[src/rtl/ps2_host_transmitter.sv]
// PS/2 host-to-device transmitter.
// Sends one command byte to the keyboard over the shared open-drain clock/data pair.
// The frame is an inhibit pulse, request-to-send, 8 data bits LSB first, odd parity,
// a stop bit, and a device ACK.
// Optional build macro PS2_TX_TIMEOUT_EN enables a watchdog. It abandons a transfer
// when the device stops clocking and reports the abort through err.
module ps2_host_transmitter #(
  parameter int INHIBIT_CYCLES = 5000
`ifdef PS2_TX_TIMEOUT_EN
  ,
  parameter int TIMEOUT_CYCLES = 750000
`endif
) (
  input  logic       system_clk,
  input  logic       reset,
  input  logic [7:0] data_in,
  input  logic       send,
  input  logic       PS2_clk,
  input  logic       PS2_data,
  output logic       PS2_clk_drive_low,
  output logic       PS2_data_drive_low,
  output logic       busy,
  output logic       done,
  output logic       err
);

  localparam int INH_W = (INHIBIT_CYCLES > 2) ? $clog2(INHIBIT_CYCLES) : 1;
`ifdef PS2_TX_TIMEOUT_EN
  localparam int WD_W  = (TIMEOUT_CYCLES > 2) ? $clog2(TIMEOUT_CYCLES) : 1;
`endif

  typedef enum logic [2:0] {
    S_IDLE,
    S_INHIBIT,
    S_RTS,
    S_RELEASE_CLK,
    S_DATA,
    S_ACK,
    S_WAIT_IDLE
  } state_t;

  state_t           state_q, state_d;
  logic             clk_meta_q, clk_sync_q, clk_prev_q;
  logic             data_meta_q, data_sync_q;
  logic [9:0]       frame_q, frame_d;       // {stop, parity, data[7:0]}, shifted out LSB first
  logic [3:0]       bit_cnt_q, bit_cnt_d;
  logic [INH_W-1:0] inh_q, inh_d;
  logic             data_low_q, data_low_d; // data pull-down while the device clocks bits
  logic             done_q, done_d;
  logic             err_q, err_d;
  logic             fall_edge;
`ifdef PS2_TX_TIMEOUT_EN
  logic [WD_W-1:0]  wd_q, wd_d;
  logic             wd_active;
`endif

  // Two-flop synchronizers for both PS/2 lines; the flops reset to the idle-high line level
  always_ff @(posedge system_clk or posedge reset) begin
    if (reset) begin
      clk_meta_q  <= 1'b1;
      clk_sync_q  <= 1'b1;
      clk_prev_q  <= 1'b1;
      data_meta_q <= 1'b1;
      data_sync_q <= 1'b1;
    end else begin
      clk_meta_q  <= PS2_clk;
      clk_sync_q  <= clk_meta_q;
      clk_prev_q  <= clk_sync_q;
      data_meta_q <= PS2_data;
      data_sync_q <= data_meta_q;
    end
  end

  assign fall_edge = clk_prev_q & ~clk_sync_q;

  // State and datapath registers
  always_ff @(posedge system_clk or posedge reset) begin
    if (reset) begin
      state_q    <= S_IDLE;
      frame_q    <= '0;
      bit_cnt_q  <= '0;
      inh_q      <= '0;
      data_low_q <= 1'b0;
      done_q     <= 1'b0;
      err_q      <= 1'b0;
`ifdef PS2_TX_TIMEOUT_EN
      wd_q       <= '0;
`endif
    end else begin
      state_q    <= state_d;
      frame_q    <= frame_d;
      bit_cnt_q  <= bit_cnt_d;
      inh_q      <= inh_d;
      data_low_q <= data_low_d;
      done_q     <= done_d;
      err_q      <= err_d;
`ifdef PS2_TX_TIMEOUT_EN
      wd_q       <= wd_d;
`endif
    end
  end

  // Next-state and datapath update; bits advance only on device clock falling edges
  always_comb begin
    state_d    = state_q;
    frame_d    = frame_q;
    bit_cnt_d  = bit_cnt_q;
    inh_d      = inh_q;
    data_low_d = data_low_q;
    done_d     = 1'b0;
    err_d      = 1'b0;
`ifdef PS2_TX_TIMEOUT_EN
    wd_d       = wd_q;
`endif
    unique case (state_q)
      S_IDLE: begin
        inh_d      = '0;
        bit_cnt_d  = '0;
        data_low_d = 1'b0;
`ifdef PS2_TX_TIMEOUT_EN
        wd_d       = '0;
`endif
        if (send) begin
          frame_d = {1'b1, ~^data_in, data_in};
          state_d = S_INHIBIT;
        end
      end
      S_INHIBIT: begin
        if (inh_q == INH_W'(INHIBIT_CYCLES - 1)) begin
          inh_d   = '0;
          state_d = S_RTS;
        end else begin
          inh_d = inh_q + 1'b1;
        end
      end
      S_RTS: begin
        // The start bit stays on the line until the device's first falling edge
        data_low_d = 1'b1;
        bit_cnt_d  = '0;
        state_d    = S_RELEASE_CLK;
`ifdef PS2_TX_TIMEOUT_EN
        // The watchdog counts cycles since the RTS cycle
        wd_d       = WD_W'(1);
`endif
      end
      S_RELEASE_CLK: begin
        if (fall_edge) begin
          data_low_d = ~frame_q[0];
          frame_d    = {1'b1, frame_q[9:1]};
          bit_cnt_d  = 4'd1;
          state_d    = S_DATA;
        end
      end
      S_DATA: begin
        // Edges n=1..7 send data, n=8 sends parity, n=9 sends the stop bit (line released)
        if (fall_edge) begin
          data_low_d = ~frame_q[0];
          frame_d    = {1'b1, frame_q[9:1]};
          bit_cnt_d  = bit_cnt_q + 4'd1;
          if (bit_cnt_q == 4'd9) begin
            state_d = S_ACK;
          end
        end
      end
      S_ACK: begin
        if (fall_edge) begin
          if (!data_sync_q) begin
            state_d = S_WAIT_IDLE;
          end else begin
            err_d   = 1'b1;
            state_d = S_IDLE;
          end
        end
      end
      S_WAIT_IDLE: begin
        if (clk_sync_q && data_sync_q) begin
          done_d  = 1'b1;
          state_d = S_IDLE;
        end
      end
      default: begin
        state_d = S_IDLE;
      end
    endcase
`ifdef PS2_TX_TIMEOUT_EN
    if (wd_active) begin
      wd_d = wd_q + 1'b1;
      if ((wd_q == WD_W'(TIMEOUT_CYCLES - 1)) && !done_d && !err_d) begin
        err_d   = 1'b1;
        state_d = S_IDLE;
      end
    end
`endif
  end

`ifdef PS2_TX_TIMEOUT_EN
  assign wd_active = (state_q == S_RELEASE_CLK) || (state_q == S_DATA) ||
                     (state_q == S_ACK)         || (state_q == S_WAIT_IDLE);
`endif

  // Line drivers and status decoded from registered state, so reset releases the lines at once
  always_comb begin
    PS2_clk_drive_low  = (state_q == S_INHIBIT) || (state_q == S_RTS);
    PS2_data_drive_low = (state_q == S_RTS) ||
                         (((state_q == S_RELEASE_CLK) || (state_q == S_DATA)) && data_low_q);
    busy               = (state_q != S_IDLE);
    done               = done_q;
    err                = err_q;
  end

endmodule

[config.mk]
export PLATFORM = sky130hd
export DESIGN_NAME = ps2_host_transmitter
export DESIGN_NICKNAME = d
export VERILOG_FILES = /design/src/rtl/ps2_host_transmitter.sv
export SDC_FILE = /design/constraint.sdc
export NUM_CORES = 1
export LEC_CHECK = 0
export ABC_AREA = 1
export CAP_MARGIN = 15
export CORE_UTILIZATION = 57
export CTS_BUF_LIST = sky130_fd_sc_hd__clkbuf_16
export DETAILED_ROUTE_END_ITERATION = 16
export PLACE_DENSITY = 0.79
export RECOVER_POWER = 25
export REMOVE_ABC_BUFFERS = 1
export SETUP_SLACK_MARGIN = 0.1
export SKIP_CTS_REPAIR_TIMING = 1
export SYNTH_ARGS = -nofsm -noshare
export SYNTH_HDL_FRONTEND = slang
export SYNTH_SLANG_ARGS = --single-unit
[constraint.sdc]
create_clock -name system_clk -period 1.7 [get_ports system_clk]
set_input_delay 0.34 -clock system_clk [delete_from_list [all_inputs] [get_ports system_clk]]
set_output_delay 0.34 -clock system_clk [all_outputs]
set_load 0.05 [all_outputs]
==> impl_metrics.env <==
export IMPL_htree_levels=2
export IMPL_status="finished, violations left"
export IMPL_crit_buf_inv=2
export IMPL_synth_edff_count=0
export IMPL_grt_max_degree=39
export IMPL_vias_per_cell=5.39
export IMPL_hold_ws_ns=0.356
export IMPL_synth_flop_cell="dfrtp_1"
export IMPL_die_h_um=63.3
export IMPL_start_util=0.618
export IMPL_synth_seq_cells=38
export IMPL_grt_pass1_wl_mm=8.10
export IMPL_fin_skew_ns=0.00425
export IMPL_critPathMaxFanout=4
export IMPL_syn2layout_area_growth_pct=27.1
export IMPL_track_usage=0.264
export IMPL_wl_per_cell_um=13.9
export IMPL_clock_fmax_mhz=569
export IMPL_violations="negative setup slack"
export IMPL_ys_seq_area_frac=0.446
export IMPL_worst_setup_path_start_kind="flop"
export IMPL_cts_buffers_inserted=5
export IMPL_drcViolationCount=0
export IMPL_syn_area_mm2=0.00214
export IMPL_worst_slack_ns=-0.0584
export IMPL_finalSetupViolations=1
export IMPL_grt_pass1_vias=1890
export IMPL_hpwlAfterDp_mm=3.19
export IMPL_pin_count=18
export IMPL_place_area_mm2=0.00244
export IMPL_syn_avg_cell_area_um2=7.12
export IMPL_gp_congestion=0.912
export IMPL_hp_class="reg2reg"
export IMPL_required_ns=1.36
export IMPL_cts_tree="built"
export IMPL_hold_violations=0
export IMPL_critical_path_arrival_ns=1.42
export IMPL_cp_top_family="flip-flops"
export IMPL_final_util=0.786
export IMPL_wl_mm=5.30
export IMPL_clk_root_buffer_cell="clkbuf_16"
export IMPL_power_density_mw_per_mm2=1660
export IMPL_drtPass1Iterations=5
export IMPL_slew_headroom=0.374
export IMPL_slowest_stage="dfrtp_2"
export IMPL_ant_nets=0
export IMPL_worstMarginPinSlew_ns=0.939
export IMPL_min_period_over_period=1.03
export IMPL_die_area_mm2=0.00401
export IMPL_drv_slew=0
export IMPL_total_power_w=0.00452
export IMPL_cts_buffer_depth=2
export IMPL_antenna_found_initial=0
export IMPL_port_buffers=17
export IMPL_maxCapViolations=0
export IMPL_rsz0062_at_grt="true"
export IMPL_leakagePower_nw=1.34
export IMPL_clk_pin_slew_ns=0.06
export IMPL_slowest_delay_ns=0.45
export IMPL_post_route_cell_area_mm2=0.00273
export IMPL_path_cells="nor2_4, nand2_4, nand2_4, inv_4, o21ai_4, buf_12"
export IMPL_clock_sinks=38
export IMPL_synthCells=301
export IMPL_drive_gt1_frac=0.176
export IMPL_synthArstFlopShare=1.00
export IMPL_coreArea_mm2=0.00347
export IMPL_yosys_warnings=0
export IMPL_num_vias=2055
export IMPL_diodes=0
export IMPL_drt_iter0_markers=240
export IMPL_fin_crit_ns=1.76
export IMPL_synth_cell_types=26
export IMPL_crit_type="reg2out"
export IMPL_crit_path_frequent_cell="nand2_4"
export IMPL_end_kind="output port"
export IMPL_fin_tns_setup_ns=-0.0584
export IMPL_insertion_delay_ns=0.28
export IMPL_final_nets=350
export IMPL_overflow=0
export IMPL_dieWidth_um=63.3
export IMPL_num_rows=21
export IMPL_peakVddDrop_v=0.000802
## kinds of logic after synthesis
family / Yosys count / synth area share
buf+inv: 43 / 0.0799
flops: 38 / 0.446
xor+xnor: 5 / 0.0204
compound gates: 28 / 0.0671
fa+ha+maj: 3 / 0.0175
simple gates: 184 / 0.369
## cell usage after synthesis (3+ instances only)
cell     number  area share
xor2_1        4       0.016
ha_1          3       0.018
nand2_1     117        0.20
inv_1        36       0.063
nand2_2       3      0.0088
nand4_1       4       0.012
inv_2         4      0.0070
dfrtp_1      33        0.39
dfstp_2       5       0.061
nor3_1       10       0.023
nand3_1      19       0.044
o21ai_0      22       0.051
nor2_1       21       0.037
a21oi_1       3      0.0070
## per-stage QoR
stage	instances	setup WS (ns)
global route	381	-0.109
global placement	368	0.139
floorplan	298	-0.663
detailed placement	368	0.0981
finish	381	-0.0584
CTS	376	-0.224
## layout make-up
type,instances,area [um^2]
clock buffers,5,125
repair buffers,28,283
inverters,40,158
flip-flops and latches,38,960
clock inverters,3,11.3
multi-input cells,221,1130
fillers,249,743
well taps,46,57.6
## layer usage
metal | wire (um) | global-route usage | vias up
li1 | - | - | 1007
met1 | 2290 | 0.333 | 957
met2 | 2580 | 0.428 | 79
met3 | 307 | 0.0598 | 12
met4 | 123 | 0.119 | 0
met5 | 0 | 0 | -
## power breakdown
group	leakage, nW	total [W]	switching (W)	internal, W
Clock	0.0663	0.000881	0.000354	0.000528
Combinational	0.793	0.00235	0.00148	0.000870
Sequential	0.483	0.00129	0.000168	0.00112
## worst paths after layout
check | startpoint | endpoint | slack, ns | depth (start not counted)
min in group asynchronous | reset | inh_q[8] | 0.79 | 3
worst max register to register | state_q[0] | data_low_q | 0.07 | 8
max in group asynchronous | reset | state_q[1] | 0.27 | 3
worst max-delay path | state_q[0] | PS2_data_drive_low | -0.06 | 6
worst min-delay path | data_meta_q | data_sync_q | 0.36 | 0
worst min register to register | data_meta_q | data_sync_q | 0.36 | 0
## cells in the final DEF, fill, tap and decap left out, types with 4 or more instances in the layout
master           count
buf_4               10
clkbuf_16            5
clkdlybuf4s50_1      9
dfrtp_1             31
dfstp_2              4
inv_1               31
inv_2                6
nand2_1            112
nand2_4              7
nand3_1             15
nand4_1              4
nor2_1              20
nor2_4               5
nor3_1              10
o21ai_0             20
xor2_1               4
## sequential cells by signal, indices dropped and copies added, names as in the netlist
signal / cells
clk_prev_q: 1
clk_meta_q: 1
clk_sync_q: 1
state_q: 3
data_low_q: 1
frame_q: 10
err: 1
data_meta_q: 1
bit_cnt_q: 4
done: 1
inh_q: 13
data_sync_q: 1
No activity file was read; power rests on OpenSTA's default activity.
